File: src/rtl/imem_boot_loader_pkg.sv
// Shared types and constants for the instruction-memory boot loader.
// Optional feature macro: IMEM_BOOT_CHECKSUM_EN (adds a trailing checksum word).
package boot_loader_pkg;

  typedef enum logic [2:0] {
    HEADER,
    LOAD,
    CHECK,
    DONE,
    ERROR
  } state_e;

  localparam int BYTES_PER_WORD = 4;
  localparam int WORD_W         = 32;

endpackage

File: src/rtl/imem_boot_loader_if.sv
// Byte-stream input handshake plus instruction-memory write port of the boot loader.
// The loader uses the slave modport; the byte source / memory side uses master.
interface imem_boot_loader_if;
  import boot_loader_pkg::*;

  logic [7:0]        in_data;
  logic              in_valid;
  logic              in_ready;
  logic              imem_we;
  logic [WORD_W-1:0] imem_addr;
  logic [WORD_W-1:0] imem_wdata;

  modport master (
    output in_data, in_valid,
    input  in_ready, imem_we, imem_addr, imem_wdata
  );

  modport slave (
    input  in_data, in_valid,
    output in_ready, imem_we, imem_addr, imem_wdata
  );

endinterface

File: src/rtl/imem_boot_loader_assembler.sv
// Packs accepted bytes big-endian into 32-bit words. The completed word is
// presented combinationally during the 4th byte's handshake cycle, together
// with a one-cycle word_valid_o pulse, so the consumer can register it on that edge.
module byte_to_word_assembler
  import boot_loader_pkg::*;
(
  input  logic              clock,
  input  logic              reset_n,
  input  logic [7:0]        byte_i,
  input  logic              accept_i,
  output logic [WORD_W-1:0] word_o,
  output logic              word_valid_o
);

  // Only the first three bytes need storing; the fourth comes straight from byte_i.
  logic [1:0]        cnt_q, cnt_d;
  logic [WORD_W-9:0] shift_q, shift_d;

  // Next-state: shift in each accepted byte and advance the byte counter.
  always_comb begin
    cnt_d   = cnt_q;
    shift_d = shift_q;
    if (accept_i) begin
      cnt_d   = cnt_q + 2'd1;
      shift_d = {shift_q[WORD_W-17:0], byte_i};
    end
  end

  // Byte counter and shift register, cleared by the asynchronous reset.
  always_ff @(posedge clock or negedge reset_n) begin
    if (!reset_n) begin
      cnt_q   <= '0;
      shift_q <= '0;
    end else begin
      cnt_q   <= cnt_d;
      shift_q <= shift_d;
    end
  end

  assign word_o       = {shift_q, byte_i};
  assign word_valid_o = accept_i && (cnt_q == 2'(BYTES_PER_WORD - 1));

endmodule

File: src/rtl/imem_boot_loader.sv
// Streams a big-endian program image (word count N, N words, optional checksum)
// into instruction memory and releases the processor once the image is in.
// Optional feature macro: IMEM_BOOT_CHECKSUM_EN -- running XOR of the N words,
// checked against one trailing word before the processor is released.
module imem_boot_loader
  import boot_loader_pkg::*;
#(
  parameter int unsigned       ADDR_WIDTH = 8,
  parameter logic [WORD_W-1:0] BASE_ADDR  = '0
) (
  input  logic                  clock,
  input  logic                  reset_n,
  imem_boot_loader_if.slave     bus,
  output logic                  cpu_run,
  output logic                  load_error,
  output logic [ADDR_WIDTH:0]   words_loaded
);

  localparam logic [WORD_W-1:0] DEPTH = 1 << ADDR_WIDTH;

  state_e              state_q, state_d;
  logic [ADDR_WIDTH:0] n_q, n_d;
  logic [ADDR_WIDTH:0] idx_q, idx_d;
  logic                we_q, we_d;
  logic [WORD_W-1:0]   addr_q, addr_d;
  logic [WORD_W-1:0]   wdata_q, wdata_d;
  logic                accept;
  logic [WORD_W-1:0]   word;
  logic                word_valid;
`ifdef IMEM_BOOT_CHECKSUM_EN
  logic [WORD_W-1:0]   csum_q, csum_d;
`endif

  assign accept = bus.in_valid & bus.in_ready;

  byte_to_word_assembler u_asm (
    .clock        (clock),
    .reset_n      (reset_n),
    .byte_i       (bus.in_data),
    .accept_i     (accept),
    .word_o       (word),
    .word_valid_o (word_valid)
  );

  // Next-state and write-port logic; the write strobe is registered, so a word
  // lands in memory the cycle after its 4th byte. The end-of-image decision is
  // taken in that write cycle, once the index has caught up with N.
  always_comb begin
    state_d = state_q;
    n_d     = n_q;
    idx_d   = idx_q;
    we_d    = 1'b0;
    addr_d  = addr_q;
    wdata_d = wdata_q;
`ifdef IMEM_BOOT_CHECKSUM_EN
    csum_d  = csum_q;
`endif
    case (state_q)
      HEADER: begin
        if (word_valid) begin
          if (word == '0) begin
            state_d = DONE;
          end else if (word > DEPTH) begin
            state_d = ERROR;
          end else begin
            n_d     = word[ADDR_WIDTH:0];
            state_d = LOAD;
          end
        end
      end
      LOAD: begin
        if (word_valid) begin
          we_d    = 1'b1;
          wdata_d = word;
          addr_d  = BASE_ADDR + {{(WORD_W-ADDR_WIDTH-3){1'b0}}, idx_q, 2'b00};
          idx_d   = idx_q + 1'b1;
`ifdef IMEM_BOOT_CHECKSUM_EN
          csum_d  = csum_q ^ word;
`endif
        end
        if (we_q && (idx_q == n_q)) begin
`ifdef IMEM_BOOT_CHECKSUM_EN
          state_d = CHECK;
`else
          state_d = DONE;
`endif
        end
      end
`ifdef IMEM_BOOT_CHECKSUM_EN
      CHECK: begin
        if (word_valid) begin
          state_d = (word == csum_q) ? DONE : ERROR;
        end
      end
`endif
      DONE:    state_d = DONE;
      ERROR:   state_d = ERROR;
      default: state_d = ERROR;
    endcase
  end

  // State, counters and write-port registers; reset aborts any load in progress.
  always_ff @(posedge clock or negedge reset_n) begin
    if (!reset_n) begin
      state_q <= HEADER;
      n_q     <= '0;
      idx_q   <= '0;
      we_q    <= 1'b0;
      addr_q  <= '0;
      wdata_q <= '0;
    end else begin
      state_q <= state_d;
      n_q     <= n_d;
      idx_q   <= idx_d;
      we_q    <= we_d;
      addr_q  <= addr_d;
      wdata_q <= wdata_d;
    end
  end

`ifdef IMEM_BOOT_CHECKSUM_EN
  // Running XOR of the instruction words (header excluded).
  always_ff @(posedge clock or negedge reset_n) begin
    if (!reset_n) begin
      csum_q <= '0;
    end else begin
      csum_q <= csum_d;
    end
  end
`endif

  // in_ready is gated by reset_n so every output reads 0 while reset is held.
  assign bus.in_ready   = reset_n && (state_q inside {HEADER, LOAD, CHECK});
  assign bus.imem_we    = we_q;
  assign bus.imem_addr  = addr_q;
  assign bus.imem_wdata = wdata_q;
  assign cpu_run        = (state_q == DONE);
  assign load_error     = (state_q == ERROR);
  assign words_loaded   = idx_q;

endmodule
File: src/flat_wrapper.sv
// flat-port wrapper written by rule: the top's interface ports become plain ports
module imem_boot_loader_flat import boot_loader_pkg::*;
#(
  parameter int unsigned       ADDR_WIDTH = 8,
  parameter logic [WORD_W-1:0] BASE_ADDR  = '0
)
  (clock, reset_n, cpu_run, load_error, words_loaded, bus_in_data, bus_in_valid, bus_in_ready, bus_imem_we, bus_imem_addr, bus_imem_wdata);
  imem_boot_loader_if bus_i ();
  input  logic clock;
  input  logic reset_n;
  output logic cpu_run;
  output logic load_error;
  output logic [ADDR_WIDTH:0] words_loaded;
  input wire logic [$bits(bus_i.in_data)-1:0] bus_in_data;
  input wire logic [$bits(bus_i.in_valid)-1:0] bus_in_valid;
  output wire logic [$bits(bus_i.in_ready)-1:0] bus_in_ready;
  output wire logic [$bits(bus_i.imem_we)-1:0] bus_imem_we;
  output wire logic [$bits(bus_i.imem_addr)-1:0] bus_imem_addr;
  output wire logic [$bits(bus_i.imem_wdata)-1:0] bus_imem_wdata;
  assign bus_i.in_data = bus_in_data;
  assign bus_i.in_valid = bus_in_valid;
  assign bus_in_ready = bus_i.in_ready;
  assign bus_imem_we = bus_i.imem_we;
  assign bus_imem_addr = bus_i.imem_addr;
  assign bus_imem_wdata = bus_i.imem_wdata;
  imem_boot_loader #(.ADDR_WIDTH(ADDR_WIDTH), .BASE_ADDR(BASE_ADDR)) u_core (.clock(clock), .reset_n(reset_n), .bus(bus_i), .cpu_run(cpu_run), .load_error(load_error), .words_loaded(words_loaded));
endmodule
File: config.mk
export PLATFORM = sky130hd
export DESIGN_NAME = imem_boot_loader_flat
export DESIGN_NICKNAME = d
export VERILOG_FILES = /design/src/rtl/imem_boot_loader_pkg.sv /design/src/rtl/imem_boot_loader_if.sv /design/src/rtl/imem_boot_loader_assembler.sv /design/src/rtl/imem_boot_loader.sv /design/src/flat_wrapper.sv
export SDC_FILE = /design/constraint.sdc
export NUM_CORES = 1
export LEC_CHECK = 0
export ABC_AREA = 1
export CORE_MARGIN = 5
export CORE_UTILIZATION = 48
export CTS_BUF_LIST = sky130_fd_sc_hd__clkbuf_8
export CTS_CLUSTER_DIAMETER = 100
export CTS_CLUSTER_SIZE = 10
export DETAILED_ROUTE_END_ITERATION = 6
export PLACE_DENSITY = 0.72
export SYNTH_ARGS = -nofsm -noshare
export SYNTH_HDL_FRONTEND = slang
export SYNTH_SLANG_ARGS = --single-unit
File: constraint.sdc
create_clock -name clock -period 1.65 [get_ports clock]
set_input_delay 0.4125 -clock clock [delete_from_list [all_inputs] [get_ports clock]]
set_output_delay 0.4125 -clock clock [all_outputs]
set_load 0.02 [all_outputs]
==> summary.md, run 1 <==
| Metric | Value |
|---|---|
| Status | `finished clean` |
| Post-synth top area cell | `dfrtp_1` |
| Routed length per instance | `13.2 um` |
| CP delay by family, top | `flip-flops` |
| TritonCTS sink count | `89` |
| Initial antenna violation count | `0` |
| Int Pwr | `4.49 mW` |
| DP Cell Count | `632` |
| CORE AREA | `8130 um^2` |
| Clock power share | `20.4%` |
| Die W | `101 um` |
| Register area | `2230 um^2` |
| First-pass GRT wire length | `14,300 um` |
| Root buffer cell | `clkbuf_8` |
| Synth area leaders | `dfrtp_1 (56%), nand2_1 (12%), o21ai_0 (4.6%)` |
| CP Max Fanout | `3` |
| Layout Nets | `553` |
| Synth Warn # | `0` |
| Area taken by multi-input logic gates | `1460 um^2` |
| Final worst-path cycle share | `97.0%` |
| CTS H-tree depth | `3` |
| Post-detailed-routing wire length | `8570 um` |
| R2r setup slk | `0.07 ns` |
| Crit. End Element | `output pin` |
| Seq cells post-synth | `89` |
| HP Class | `in -> async` |
| Chip height | `101 um` |
| Setup_tns | `0 ns` |
| Initial Util | `49.0%` |
| Synth unique cells | `28` |
| First-pass DRT Iterations | `4` |
| Layout overhead on the synthesized area | `26.2%` |
| Top post-synthesis cells by count | `nand2_1 (125), dfrtp_1 (89), inv_1 (46), nor2_1 (40), o21ai_0 (37)` |
| GP Congestion | `0.868` |
| Fraction of layout cells with a size suffix above 1 | `13.6%` |
| CP max stage delay | `0.42 ns` |
| Final ANT Viol Nets | `0` |
| CTS tree | `done` |
| Worst path cell trace | `nor3b_2, buf_2` |
| Startpoint Class | `flop` |
| Final Hold Slack | `0.371 ns` |
| Worst VDD drop | `0.859 mV` |
| Tmin final | `1.60 ns` |
| Hold Fails Final Rpt | `0` |
| Starting DRT DRC Count | `198` |
| # DRC | `0` |
| Clock skew | `0.0101 ns` |
| Post-synth top area share | `55.9%` |
| Worst endpoint required time | `1.24 ns` |
| Logic pwr share | `35.8%` |
| GRT Total Usage | `17.4%` |
| Top_reg_cell synth | `dfrtp_1` |
| Gr ovfl total | `0` |
| Highest clock rate | `625 MHz` |
| P_sw | `2.68 mW` |
| # setup viols final | `0` |
| Max-cap violation count | `0` |
| Slew HR | `31.7%` |
| Total Power | `7.17 mW` |
| Largest net degree at the start of global routing | `86` |
| Total CTS buffers | `9` |
| Pwr dens | `1430 nW/um^2` |
| Slowest stage cell, crit path | `dfrtp_1` |
| Antenna Diode Count | `0` |
| Post-synthesis async set-or-reset flop share | `100%` |
| IO buf count | `64` |
| Via count | `3,138` |
| Flop pwr share | `43.8%` |
| Top-count cell post-synth | `nand2_1` |
| I/O pin count | `88` |
| Post-DP HPWL | `6240 um` |
| Mapped Cells | `451` |
| Clock slew at reported path FFs | `0.09 ns` |
| Die Area | `10,200 um^2` |
| WP buf/inv | `1` |
| Max-slew violation count | `0` |
| Fillers | `719` |
| RSZ-0062 raised after global routing | `true` |
| Synthesized area | `3980 um^2` |
| Number of synthesized flops with an enable pin | `0` |
| Worst EP arrival | `1.19 ns` |
| Clock Path Buffers | `2` |
| Vias in the first global route | `3,095` |
| Setup CP Type | `reg -> out` |
| Floorplan row count | `33` |
| Sw Share | `37.4%` |
| Mean Syn Cell Area | `8.83 um^2` |
| Routed vias/inst | `4.83` |
| Non-filler instance count after layout | `650` |
| Worst-Margin Slew | `1.02 ns` |
| Clk_lat worst skew | `0.35 ns` |
| Leakage | `2.63 nW` |
| Seq/Total Area, Yosys | `55.9%` |
-- power by group through the flow --
stage | Combinational [mW] | Sequential [mW] | Clock [mW]
global placement | 2.87 | 3.18 | 0
detailed placement | 2.92 | 3.20 | 0
CTS | 2.60 | 3.15 | 1.49
global route | 2.83 | 3.22 | 1.57
floorplan | 0.932 | 3.79 | 0
finish | 2.57 | 3.14 | 1.46
-- worst reg2reg max path: cells and delay by family, from the launching register on --
family        cells  cell delay, ns
flops             1            0.41
simple gates      7            1.10
-- flip-flops by register name (all words and copies together), names as in the netlist --
signal                 flops
u_core.u_asm.cnt_q         2
u_core.bus.imem_wdata     32
u_core.bus.imem_addr       9
u_core.u_asm.shift_q      24
u_core.n_q                 9
u_core.state_q             3
u_core.words_loaded        9
u_core.bus.imem_we         1
-- path summary, 6_finish.rpt --
check | from | endpoint | cells past startpoint
setup reg to reg | u_core.u_asm.shift_q[3] | u_core.n_q[6] | 7
max in group asynchronous | reset_n | u_core.state_q[1] | 2
hold reg to reg | u_core.bus.imem_addr[2] | u_core.bus.imem_addr[2] | 2
hold / removal | reset_n | u_core.bus.imem_wdata[29] | 2
min in group clock | u_core.bus.imem_addr[2] | u_core.bus.imem_addr[2] | 2
setup / recovery | u_core.state_q[0] | load_error | 2
-- stage by stage --
stage | util, % | setup slack [ns] | cell area [um^2]
after floorplan | - | 0.214 | 4070
after global placement | 59.1 | -0.231 | 4810
after detailed placement | 59.1 | -0.345 | 4810
after CTS | 61.1 | -0.0590 | 4970
after global routing | 61.8 | -0.0536 | 5030
final | 61.8 | 0.0499 | 5030
-- per-layer routing --
layer / global-route usage (%) / up-vias / wire (um)
li1: - / 1561 / -
met1: 23.5 / 1484 / 3820
met2: 28.0 / 81 / 4170
met3: 2.63 / 12 / 430
met4: 7.67 / 0 / 150
met5: 0 / - / 0
-- final cells by class --
class	count	area share, %
Multi-Input combinational cell	299	29.1
Inverter	47	3.51
Timing Repair Buffer	94	16.6
Sequential cell	89	44.3
Tap cell	105	2.61
Clock buffer	10	2.74
Clock inverter	6	1.19
-- logic make-up after synthesis --
family | after synthesis | share of synthesized area (%)
and+or+nand+nor | 193 | 20.1
DFF | 89 | 55.9
buffers and inverters | 85 | 11.3
AOI/OAI and AO/OA | 69 | 9.30
xor gates and xnor gates | 11 | 2.42
adders and majority gates | 2 | 0.628
other | 1 | 0.0941
muxes | 1 | 0.283
-- cells in the final DEF, fill, tap and decap left out, types with 2 or more instances in the layout --
cell,n
nand2_1,121
dfrtp_1,89
dlygate4sd2_1,51
inv_1,48
o21ai_0,36
nor2_1,31
buf_4,28
o21ai_1,26
conb_1,23
nand4_1,14
clkbuf_8,10
clkdlybuf4s50_1,9
xor2_1,8
nand3_1,7
nor2_2,6
nor2_4,5
o21ai_2,5
nand2_2,4
xnor2_1,3
buf_12,3
ha_1,2
clkinv_4,2
-- timing repair --
item / in CTS / in global routing
hold buffers: 1 / 0
endpoints found under the setup margin: 63 / 63
hold endpoints to repair: 4 / 0
resized for setup: 68 / 20
pin swaps: 0 / 2
gates cloned: 0 / 0
buffers inserted: 0 / 1
Note: power is estimated with default switching activity, not from simulation.
==> inputs of run 2 (changes only) <==
--- a/config.mk
+++ b/config.mk
@@ -12,6 +12,7 @@
 export CTS_CLUSTER_DIAMETER = 100
 export CTS_CLUSTER_SIZE = 10
 export DETAILED_ROUTE_END_ITERATION = 6
+export GPL_TIMING_DRIVEN = 0
 export PLACE_DENSITY = 0.72
 export SYNTH_ARGS = -nofsm -noshare
 export SYNTH_HDL_FRONTEND = slang
==> run 2 against run 1 <==
Against the previous run:
- the run now ends with setup timing left
- hold slack got worse by 0.24 ns
- critical path depth up 1
- design area up 4.0%
- wire length increased by 9.7%
- flip-flop and latch count is the same
- sequential share of layout area fell by 1.6 points
- largest power group unchanged
- highest routed layer unchanged
==> summary.md, run 2 (synthesis gave the netlist of run 1 again) <==
| Metric | Value |
|---|---|
| Setup CP Type | `reg -> out (unchanged)` |
| P_sw | `2.72 mW (was 2.68 mW)` |
| Vias in the first global route | `3,137 (was 3,095)` |
| Most frequent cells in the layout | `nand2_1 (121), dfrtp_1 (85), dlygate4sd2_1 (51), inv_1 (47), o21ai_0 (36) (was nand2_1 (121), dfrtp_1 (89), dlygate4sd2_1 (51), inv_1 (48), o21ai_0 (36))` |
| Root buffer cell | `clkbuf_8 (unchanged)` |
| Die W | `101 um (unchanged)` |
| Chip height | `101 um (unchanged)` |
| Clock slew at reported path FFs | `0.08 ns (was 0.09 ns)` |
| Fraction of layout cells with a size suffix above 1 | `16.5% (was 13.6%)` |
| Int Pwr | `4.50 mW (was 4.49 mW)` |
| Pwr dens | `1380 nW/um^2 (was 1430 nW/um^2)` |
| Total Power | `7.22 mW (was 7.17 mW)` |
| R2R Path Start | `u_core.state_q[2] (was u_core.u_asm.shift_q[3])` |
| Clk_lat worst skew | `0.36 ns (was 0.35 ns)` |
| Post-DP HPWL | `6620 um (was 6240 um)` |
| Worst VDD drop | `0.821 mV (was 0.859 mV)` |
| Startpoint Class | `flop (unchanged)` |
| Floorplan row count | `33 (unchanged)` |
| Logic pwr share | `35.1% (was 35.8%)` |
| HP Class | `in -> async (unchanged)` |
| Antenna Diode Count | `0 (unchanged)` |
| Final WS setup | `-0.0138 ns (was 0.0499 ns)` |
| Final Hold Slack | `0.134 ns (was 0.371 ns)` |
| CTS tree | `done (unchanged)` |
| Slew HR | `45.0% (was 31.7%)` |
| Max-slew violation count | `0 (unchanged)` |
| Layout Nets | `572 (was 553)` |
| CORE AREA | `8130 um^2 (unchanged)` |
| Max-cap violation count | `0 (unchanged)` |
| CTS H-tree depth | `3 (unchanged)` |
| Clock skew | `0.00855 ns (was 0.0101 ns)` |
| Tmin final | `1.66 ns (was 1.60 ns)` |
| Max reg flops | `32 (unchanged)` |
| Highest clock rate | `601 MHz (was 625 MHz)` |
| CP Max Fanout | `3 (unchanged)` |
| IO buf count | `64 (unchanged)` |
| Worst-Margin Slew | `0.823 ns (was 1.02 ns)` |
| Final core utilization | `64.3% (was 61.8%)` |
| R2R Path End | `u_core.bus.imem_wdata[23] (was u_core.n_q[6])` |
| Die Area | `10,200 um^2 (unchanged)` |
| Status | `finished, violations left (was finished clean)` |
| Worst endpoint required time | `1.24 ns (about the same)` |
| Worst EP arrival | `1.25 ns (was 1.19 ns)` |
| Initial antenna violation count | `0 (unchanged)` |
| Final worst-path cycle share | `101% (was 97.0%)` |
| First-pass GRT wire length | `15,500 um (was 14,300 um)` |
| Crit. End Element | `output pin (unchanged)` |
| Routed length per instance | `14.1 um (was 13.2 um)` |
| Initial Util | `49.0% (unchanged)` |
| Post-detailed-routing wire length | `9400 um (was 8570 um)` |
| I/O pin count | `88 (unchanged)` |
| Worst reg-to-reg path cell count | `8 (was 7)` |
| RSZ-0062 raised after global routing | `true (unchanged)` |
| Hold Fails Final Rpt | `0 (unchanged)` |
| Dpl ws | `-0.722 ns (was -0.345 ns)` |
| First-pass DRT Iterations | `6 (was 4)` |
| Final ANT Viol Nets | `0 (unchanged)` |
| Leakage | `2.72 nW (was 2.63 nW)` |
| # setup viols final | `1 (was 0)` |
| # DRC | `0 (unchanged)` |
| Sw Share | `37.6% (was 37.4%)` |
| Clock Path Buffers | `2 (unchanged)` |
| Flop pwr share | `44.4% (was 43.8%)` |
| Most common cell after layout, fill and taps aside | `nand2_1 (unchanged)` |
| Clock power share | `20.5% (was 20.4%)` |
| Largest net degree at the start of global routing | `38 (was 86)` |
| TritonCTS sink count | `89 (unchanged)` |
| Via count | `3,268 (was 3,138)` |
| Routed vias/inst | `4.89 (was 4.83)` |
| Gr ovfl total | `0 (unchanged)` |
| GRT Total Usage | `19.3% (was 17.4%)` |
| Starting DRT DRC Count | `200 (was 198)` |
| Layout overhead on the synthesized area | `31.2% (was 26.2%)` |
| GP Congestion | `0.847 (was 0.868)` |
| R2r setup slk | `0.11 ns (was 0.07 ns)` |
| Total CTS buffers | `9 (unchanged)` |
| Failing checks | `setup timing` |
==> run 2: final cells by class <==
cell class / instances / area (um^2)
tap: 105 / 131
inverter: 47 / 176
sequential: 89 / 2230
timing repair buffer: 74 / 736
clock buffer: 10 / 138
multi-input combinational: 300 / 1480
fill: 714 / 2910
buffer: 38 / 279
clock inverter: 5 / 57.6
==> run 2: through the flow <==
step | cells | cell area [um^2] | TNS [ns]
CTS | 666 | 5130 | -0.105
detailed placement | 643 | 4860 | -48.77
global route | 668 | 5230 | -0.0946
global placement | 642 | 4840 | -567.67
finish | 668 | 5230 | -0.0138
floorplan | 473 | 4070 | 0
==> run 2: power by group through the flow <==
stage               Sequential (mW)  Clock [mW]  Combinational (mW)
floorplan                      3.79           0               0.932
global placement               3.24           0                2.79
detailed placement             3.25           0                2.85
CTS                            3.20        1.51                2.55
global route                   3.29        1.60                2.80
finish                         3.20        1.48                2.54
==> run 2: what timing repair did <==
item,in CTS,in global routing
endpoints found under the hold margin,16,0
setup endpoints to repair,129,62
pin swaps,3,6
setup buffers,3,2
gates cloned,3,0
hold buffers,2,0
resized for setup,70,32
==> run 2: how the worst max path moves through the flow <==
| stage | start | to |
|---|---|---|
| CTS | u_core.state_q[1] | bus_in_ready |
| finish | u_core.state_q[0] | load_error |
| global placement | reset_n | u_core.bus.imem_wdata[19] |
| floorplan | reset_n | u_core.bus.imem_wdata[19] |
| detailed placement | reset_n | u_core.bus.imem_wdata[23] |
| global route | u_core.state_q[0] | load_error |
==> run 2: critical path, stage by stage, from the launching register on <==
cell	delay (ns)
dfrtp_1	0.41
buf_6	0.13
nor3b_4	0.21
buf_6	0.14
==> run 2: per-layer routing <==
metal / wire length (um) / up-vias / global-route usage [%]
met3: 660 / 8 / 2.42
met1: 4160 / 1551 / 27.1
li1: - / 1603 / -
met5: 0 / - / 0
met2: 4480 / 106 / 30.5
met4: 102 / 0 / 7.98
==> inputs of run 3 (changes only) <==
==> constraint.sdc (replaced) <==
create_clock -name clock -period 2 [get_ports clock]
set_input_delay 0.5 -clock clock [delete_from_list [all_inputs] [get_ports clock]]
set_output_delay 0.5 -clock clock [all_outputs]
set_load 0.02 [all_outputs]
==> run 3 against run 2 <==
Against the previous run:
- global-route usage decreased by 0.39 points
- core utilization decreased by 1.1 points
- the flow now finishes without violations
- combinational power decreased by 8.3%
- highest routed layer unchanged
==> summary.md, run 3 (synthesis gave the netlist of run 1 again) <==
| Metric | Value |
|---|---|
| Initial antenna violation count | `0 (unchanged)` |
| Vias in the first global route | `3,091 (was 3,137)` |
| Clock slew at reported path FFs | `0.08 ns (about the same)` |
| Final core utilization | `63.1% (was 64.3%)` |
| Final worst-path cycle share | `96.4%` |
| Worst endpoint required time | `1.50 ns (was 1.24 ns)` |
| Clock Path Buffers | `2 (unchanged)` |
| Post-detailed-routing wire length | `9090 um (was 9400 um)` |
| Antenna Diode Count | `0 (unchanged)` |
| Initial Util | `49.0% (unchanged)` |
| Slew HR | `52.9% (was 45.0%)` |
| Die Area | `10,200 um^2 (unchanged)` |
| Fillers | `721 (was 714)` |
| Clock skew | `0.00850 ns (was 0.00855 ns)` |
| Clk_lat worst skew | `0.35 ns (was 0.36 ns)` |
| TritonCTS sink count | `89 (unchanged)` |
| GRT Max-Usage Layer | `met2 (unchanged)` |
| Chip height | `101 um (unchanged)` |
| Via count | `3,200 (was 3,268)` |
| Startpoint Class | `flop (unchanged)` |
| Tmin final | `1.93 ns` |
| First-pass DRT Iterations | `5 (was 6)` |
| # DRC | `0 (unchanged)` |
| Pwr dens | `1210 nW/um^2 (was 1380 nW/um^2)` |
| Register area | `2230 um^2 (about the same)` |
| HP Class | `in -> async (unchanged)` |
| Die W | `101 um (unchanged)` |
| Crit. End Element | `output pin (unchanged)` |
| First-pass GRT wire length | `15,200 um (was 15,500 um)` |
| Area taken by multi-input logic gates | `1400 um^2 (was 1480 um^2)` |
| Total CTS buffers | `9 (unchanged)` |
| Routing usage on met3 | `2.56% (was 2.42%)` |
| Status | `finished clean (was finished, violations left)` |
| Hold Fails Final Rpt | `0 (unchanged)` |
| RSZ-0062 raised after global routing | `false (was true)` |
| Largest net degree at the start of global routing | `38 (unchanged)` |
| CP Max Fanout | `6 (was 3)` |
| Worst VDD drop | `0.709 mV (was 0.821 mV)` |
| Most common cell after layout, fill and taps aside | `nand2_1 (unchanged)` |
| WP buf/inv | `1 (was 2)` |
| Max-cap violation count | `0 (unchanged)` |
| Highest clock rate | `519 MHz` |
| Gr ovfl total | `0 (unchanged)` |
| Slowest stage cell, crit path | `clkdlybuf4s50_1 (was dfrtp_1)` |
| Most frequent cells in the layout | `nand2_1 (125), dfrtp_1 (89), clkdlybuf4s50_1 (56), inv_1 (47), nor2_1 (40) (was nand2_1 (121), dfrtp_1 (85), dlygate4sd2_1 (51), inv_1 (47), o21ai_0 (36))` |
| Floorplan row count | `33 (unchanged)` |
| Max-slew violation count | `0 (unchanged)` |
| CP max stage delay | `0.64 ns (was 0.41 ns)` |
| CP delay by family, top | `buffers and inverters (was flip-flops)` |
| Worst path cell trace | `clkdlybuf4s50_1 (was buf_6, nor3b_4, buf_6)` |
| IO buf count | `64 (unchanged)` |
| # setup viols final | `0 (was 1)` |
| Starting DRT DRC Count | `177 (was 200)` |
| Root buffer cell | `clkbuf_8 (unchanged)` |
| CTS tree | `done (unchanged)` |
| Fraction of layout cells with a size suffix above 1 | `11.7% (was 16.5%)` |
| Routed length per instance | `13.8 um (was 14.1 um)` |
| Layout Nets | `565 (was 572)` |
| Grt met1 use | `26.4% (was 27.1%)` |
| Global Route met2 Usage | `29.8% (was 30.5%)` |
| Post-DP HPWL | `6620 um (unchanged)` |
| GP Congestion | `0.847 (unchanged)` |
| Final ANT Viol Nets | `0 (unchanged)` |
| Worst-Margin Slew | `0.705 ns (was 0.823 ns)` |
| Final Hold Slack | `0.0847 ns (was 0.134 ns)` |
| Max reg flops | `32 (unchanged)` |
| Leakage | `2.55 nW (was 2.72 nW)` |
| CTS H-tree depth | `3 (unchanged)` |
| Layout overhead on the synthesized area | `28.9% (was 31.2%)` |
| Placed Area | `4860 um^2 (unchanged)` |
| I/O pin count | `88 (unchanged)` |
| Worst EP arrival | `1.43 ns (was 1.25 ns)` |
| GRT Total Usage | `18.9% (was 19.3%)` |
| Post-CTS setup buffers | `0 (was 3)` |
| CORE AREA | `8130 um^2 (unchanged)` |
| Routed vias/inst | `4.84 (was 4.89)` |
| Setup CP Type | `reg -> out (unchanged)` |
| Final Cell Area | `5130 um^2 (was 5230 um^2)` |
[run 3: cell count changes in the layout (fill, tap and decap cells not counted), sizes merged]
cell / change
buf: -8
nand3: -1
clkdlybuf4s50: +48
dlygate4sd3: -1
dlygate4sd2: -46
clkbuf: +1
[run 3: stage by stage]
step                std cells  setup WS, ns  total power, mW  TNS, ns
floorplan                 473         0.476             3.89        0
global placement          642         -3.28             4.97  -520.61
detailed placement        643        -0.459             5.03   -25.21
CTS                       661       0.00222             6.26        0
global route              661        0.0317             6.59        0
finish                    661        0.0714             6.19        0
[run 3: area by class of cell]
class                      instances  area share [%]
sequential                        89            43.4
buffer                            38            5.31
timing repair buffer              68            14.3
tap                              105            2.56
multi-input combinational        299            27.2
clock buffer                      10            2.68
inverter                          47            3.44
clock inverter                     5            1.12
[run 3: where the power goes]
group,internal (mW),switching (mW)
clock network,0.602,0.612
logic,1.07,1.26
registers,2.30,0.354
[run 3: routing by layer]
metal	routed length (um)	share of wire, %	vias to the layer above
met5	0	0	-
met4	161	1.8	0
met3	482	5.3	11
met2	4310	47	87
met1	4140	46	1515
li1	-	-	1587
[run 3: final timing paths]
kind / depth (start not counted) / startpoint / slack [ns] / end
max in group asynchronous: 2 / reset_n / 0.79 / u_core.bus.imem_wdata[27]
min in group clock: 2 / u_core.bus.imem_addr[2] / 0.47 / u_core.bus.imem_addr[2]
hold reg to reg: 2 / u_core.bus.imem_addr[2] / 0.47 / u_core.bus.imem_addr[2]
setup / recovery: 1 / u_core.words_loaded[7] / 0.07 / words_loaded[7]
setup reg to reg: 8 / u_core.state_q[2] / 0.32 / u_core.bus.imem_wdata[23]
hold / removal: 2 / reset_n / 0.08 / u_core.u_asm.cnt_q[1]
[run 3: repair_timing]
action                     CTS  global route
pin swaps                    0             0
hold endpoints to repair    16             0
hold buffers                 1             0
gates cloned                 2             0
resized for setup            7             4
setup endpoints to repair   43             3
==> RTL change 1: new RTL, flow settings as in run 2 <==
Put a register stage on the output `load_error`, with the module's reset. The value now appears one clock later. The other outputs are not delayed to match.
--- a/src/rtl/imem_boot_loader.sv
+++ b/src/rtl/imem_boot_loader.sv
@@ -137,3 +137,9 @@
   assign cpu_run        = (state_q == DONE);
-  assign load_error     = (state_q == ERROR);
+  always_ff @(posedge clock or negedge reset_n) begin
+    if (!reset_n) begin
+      load_error <= '0;
+    end else begin
+      load_error <= (state_q == ERROR);
+    end
+  end
   assign words_loaded   = idx_q;
Check against the original RTL: not equivalent (a bounded check fails within 10 cycles, from zero or initial values and one cycle with reset_n low).
==> RTL change 1 against run 2 <==
Final area up 1.3%. Largest cell class unchanged. Worst setup slack better by 0.069 ns. Clock skew up 0.0055 ns. Critical path type unchanged. Synthesized area up 2.0%. Routed wire length down 1.8%. Synthesized cell count up 0.89%. Power up 7.4%. Global-route usage down 0.28 points. Hold slack worse by 0.12 ns. Sequential cell count up 1.
==> RTL change 1: results (changes against run 2) <==
* Status: complete, no violations
* Worst vdd ir at 695 uV (-15%)
* LEAKAGE at 2.82 nW (+3.6%)
* Top cells by count, synth: nand2_1, dfrtp_1, inv_1
* Clock-pin slew on the worst setup and hold paths at 0.09 ns
* Buffers on Ports at 64 (unchanged)
* Post-synthesis cell type count at 28 (unchanged)
* Final setup fails at 0 (-1)
* Num CTS Buffers at 9 (unchanged)
* Final GP Congestion at 0.836 (-1.3%)
* Global-route usage over all layers at 19.0% (-0.28 points)
* CTS root buf: clkbuf_8
* Fill count at 727 (+1.8%)
* Yosys warning count at 0 (unchanged)
* Ratio of cells with drive above 1 in the final layout at 18.1% (+1.6 points)
* Most numerous cell in the Yosys netlist: nand2_1
* Hold Path Class: in2async
* Dominant cells by area after synthesis: dfrtp_1, nand2_1, buf_4
* Avg Vias per Cell at 4.81 (-1.7%)
* 1st-pass router iterations at 5 (-1)
* # diodes at 0 (unchanged)
* First-pass GRT wire length at 15700 um (+1.2%)
* Worst skew pair latency at 0.36 ns (about the same)
* CTS Buffer Depth at 2 (unchanged)
* FFs w/ async S/R, synth at 100% (unchanged)
* Nets at 577 (+0.87%)
* Post-Place Cell Area at 0.00494 sq mm (+1.6%)
* TNS Setup at 0 ns (+0.0138 ns)
* Depth of the CTS H-tree at 3 (unchanged)
* PwrDens at 1460 mW/mm^2 (+6.0%)
* Largest net degree at the start of global routing at 63 (+66%)
* Post-place setup slack at -0.452 ns (+0.269 ns)
* Vias in the first global route at 3260 (+3.9%)
* WL final at 9240 um (-1.8%)
* Initial antenna violation count at 0 (unchanged)
* Most used DFF post-synth: dfrtp_1
* Setup Skew at 0.0140 ns (+0.00547 ns)
* DRT iter0 DRCs at 145 (-28%)
* Dpl hpwl at 6720 um (+1.5%)
* Seq/Total Area, Yosys at 55.4% (-0.49 points)
* Max reg flops at 32 (unchanged)
==> RTL change 1: cell types whose count changed after synthesis, moves of 2 or more <==
cell     before  now
inv_1        46   42
nand2_1     125  141
o21ai_0      37   31
nor2_2        1    3
inv_2         1    3
o21ai_2       5   13
nand3_1       7    2
or2_2         0    2
nor2_1       40   35
nor3_1        1    4
o21ai_1      25   17
==> RTL change 1: what timing repair did <==
| action | CTS | global route |
|---|---|---|
| gates resized for setup | 65 | 23 |
| endpoints found under the hold margin | 28 | 0 |
| cloned | 0 | 1 |
| pin swaps | 3 | 6 |
| hold buffers | 1 | 0 |
| buffers inserted | 5 | 4 |
| setup endpoints to repair | 101 | 12 |
==> RTL change 1: final timing paths <==
| check | start | cells past startpoint | slack (ns) | to |
|---|---|---|---|---|
| min reg2reg | u_core.bus.imem_wdata[30] | 2 | 0.47 | u_core.bus.imem_wdata[30] |
| max | u_core.state_q[0] | 4 | 0.05 | bus_in_ready |
| min in group clock | bus_in_data[1] | 3 | 0.38 | u_core.n_q[1] |
| max in group asynchronous | reset_n | 2 | 1.33 | u_core.n_q[0] |
| min | reset_n | 2 | 0.02 | u_core.u_asm.shift_q[1] |
| max reg2reg | u_core.u_asm.shift_q[0] | 6 | 0.08 | u_core.n_q[4] |
==> RTL change 1: cell type report <==
| class | instances | share of cell area (%) |
|---|---|---|
| inverter | 45 | 3.19 |
| tap | 105 | 2.48 |
| timing repair buffer | 75 | 13.6 |
| clock inverter | 7 | 2.20 |
| sequential | 90 | 42.6 |
| buffer | 38 | 5.27 |
| clock buffer | 9 | 2.34 |
| multi-input combinational | 305 | 28.4 |
==> RTL change 1: metrics by stage <==
stage	cells	power, mW
2_1_floorplan	477	4.92
3_3_place_gp	646	6.27
3_5_place_dp	647	6.36
4_1_cts	669	7.79
5_1_grt	674	8.25
6_report	674	7.75
==> RTL change 1: cell families after synthesis <==
group / count (synthesis) / share of synthesized area, %
other: 1 / 0.0923
buffers and inverters: 83 / 11.0
adder cells (fa/ha/maj): 2 / 0.616
XOR/XNOR: 11 / 2.37
multiplexers: 1 / 0.277
flip-flops: 90 / 55.4
AND/OR/NAND/NOR: 203 / 20.8
AO/OA/AOI/OAI: 64 / 9.42
==> RTL change 1: critical path, cell delays in order, from the launching register on <==
cell and delay (ns):
dfrtp_1 0.41, nand2_2 0.11, nand2_2 0.07, nor2_4 0.12
buf_6 0.12
==> RTL change 1: report_power, final <==
group / switching (mW) / internal, mW
Clock: 0.796 / 1.01
Sequential: 0.401 / 2.83
Combinational: 1.67 / 1.06
Total: 2.86 / 4.89
==> RTL change 1: layer usage <==
metal | track usage, % | wire [um] | vias up
li1 | - | - | 1607
met1 | 27.1 | 4190 | 1535
met2 | 30.0 | 4460 | 87
met3 | 3.55 | 464 | 11
met4 | 5.55 | 119 | 0
met5 | 0 | 0 | -
==> RTL change 2: new RTL, config.mk and constraints of run 2 <==
Without the edit above. `WORD_W`: 32 -> 48.
--- a/src/rtl/imem_boot_loader_pkg.sv
+++ b/src/rtl/imem_boot_loader_pkg.sv
@@ -13,3 +13,3 @@
   localparam int BYTES_PER_WORD = 4;
-  localparam int WORD_W         = 32;
+  localparam int WORD_W         = 48;
 
Interface: changed (resized bus_imem_addr and bus_imem_wdata); port bits go from 88 to 120. The function was not compared with the original's and may differ.
==> RTL change 2 against run 2 <==
The run ends with negative hold slack, negative setup slack left. Final area grew 35%. Sequential cell count grew 32. Synthesized area grew 36%. Count of clock-buffer cells in the layout grew 7. Power grew 57%. Worst setup slack lost 0.033 ns. Sequential power grew 48%. Routed wire length grew 38%. Critical endpoint unchanged. Largest power group unchanged. Highest routed layer unchanged.
==> RTL change 2: results (changes against run 2) <==
* Status: finished, violations left
* Failing checks: negative hold slack, negative setup slack
* Setup Skew at 0.0154 ns (+0.00681 ns)
* Largest net degree at the start of global routing at 57 (+50%)
* Buffers on Ports at 80 (+25%)
* GRT met3 Usage at 4.72% (+2.3 points)
* Layout Cells excl Fill at 926 (+39%)
* Ratio of cells with drive above 1 in the final layout at 17.2% (+0.66 points)
* Dpl hpwl at 9130 um (+38%)
* Global-route usage over all layers at 19.7% (+0.40 points)
* TNS Setup at -0.0470 ns (-0.0331 ns)
* Post-synthesis cell type count at 27 (-3.6%)
* Final Hold Vio Count at 54 (+54)
* Setup ws final at -0.0469 ns (-0.0331 ns)
* Final setup fails at 2 (+1)
* Dominant cells by area after synthesis: dfrtp_1, nand2_1, buf_4
* Post-Place Cell Area at 0.00656 sq mm (+35%)
* GR Layer Usage met2 at 31.9% (+1.4 points)
* WL/cell at 14.0 um (-0.61%)
* GR met1 Demand/Resource at 26.0% (-1.1 points)
* Hold WS at -0.182 ns (-0.316 ns)
* Seq/Total Area, Yosys at 55.9% (about the same)
* Worst skew pair latency at 0.44 ns (+0.08 ns)
* First-pass GRT wire length at 20800 um (+34%)
* Inst Count DP at 884 (+37%)
RTL change 2: layout make-up:
class / count / area [sq um] / area share, %
well taps: 140 / 175 / 2.48
multi-input cells: 411 / 1930 / 27.2
plain buffers: 62 / 420 / 5.95
clock inverters: 15 / 153 / 2.16
clock buffers: 17 / 234 / 3.31
repair buffers: 89 / 862 / 12.2
flip-flops and latches: 121 / 3030 / 42.9
inverters: 71 / 267 / 3.77
RTL change 2: critical path, delay by kind of cell, from the launching register on:
family        cells  cell delay [ns]
flops             1             0.40
buf+inv           2             0.28
simple gates      1             0.18
RTL change 2: kinds of logic (layout without fill, tap and decap cells):
kind of cell	count (synthesis)	count (layout)	synth area share, %
buffers and inverters	133	254	12.7
muxes	1	1	0.208
AOI/OAI and AO/OA	98	98	9.06
and+or+nand+nor	259	261	19.9
xor gates and xnor gates	10	10	1.62
adders and majority gates	2	2	0.462
other	1	39	0.0693
DFF	121	121	55.9
RTL change 2: routing by layer:
metal / vias up / routed length, um
met5: - / 0
met4: 0 / 199
met3: 16 / 798
met2: 137 / 6310
met1: 2064 / 5650
li1: 2183 / -
RTL change 2: repair_timing:
item	in CTS	in global routing
pin swaps	1	4
setup buffers	4	2
resized for setup	98	19
cloned	1	3
endpoints found under the hold margin	54	54
endpoints found under the setup margin	183	79
RTL change 2: where the power goes:
part | switching (mW) | internal (mW) | leakage [nW] | total, mW
registers | 0.724 | 4.00 | 1.59 | 4.73
logic | 2.50 | 1.53 | 1.99 | 4.03
clock network | 1.24 | 1.34 | 0.190 | 2.58
RTL change 2: final timing paths:
kind,depth (start not counted),startpoint,endpoint
min,1,reset_n,u_core.bus.imem_wdata[18]
max in group asynchronous,2,reset_n,u_core.words_loaded[2]
max reg2reg,7,u_core.state_q[2],u_core.words_loaded[6]
min in group clock,2,u_core.bus.imem_addr[6],u_core.bus.imem_addr[6]
max,3,u_core.state_q[0],load_error
min reg2reg,2,u_core.bus.imem_addr[6],u_core.bus.imem_addr[6]
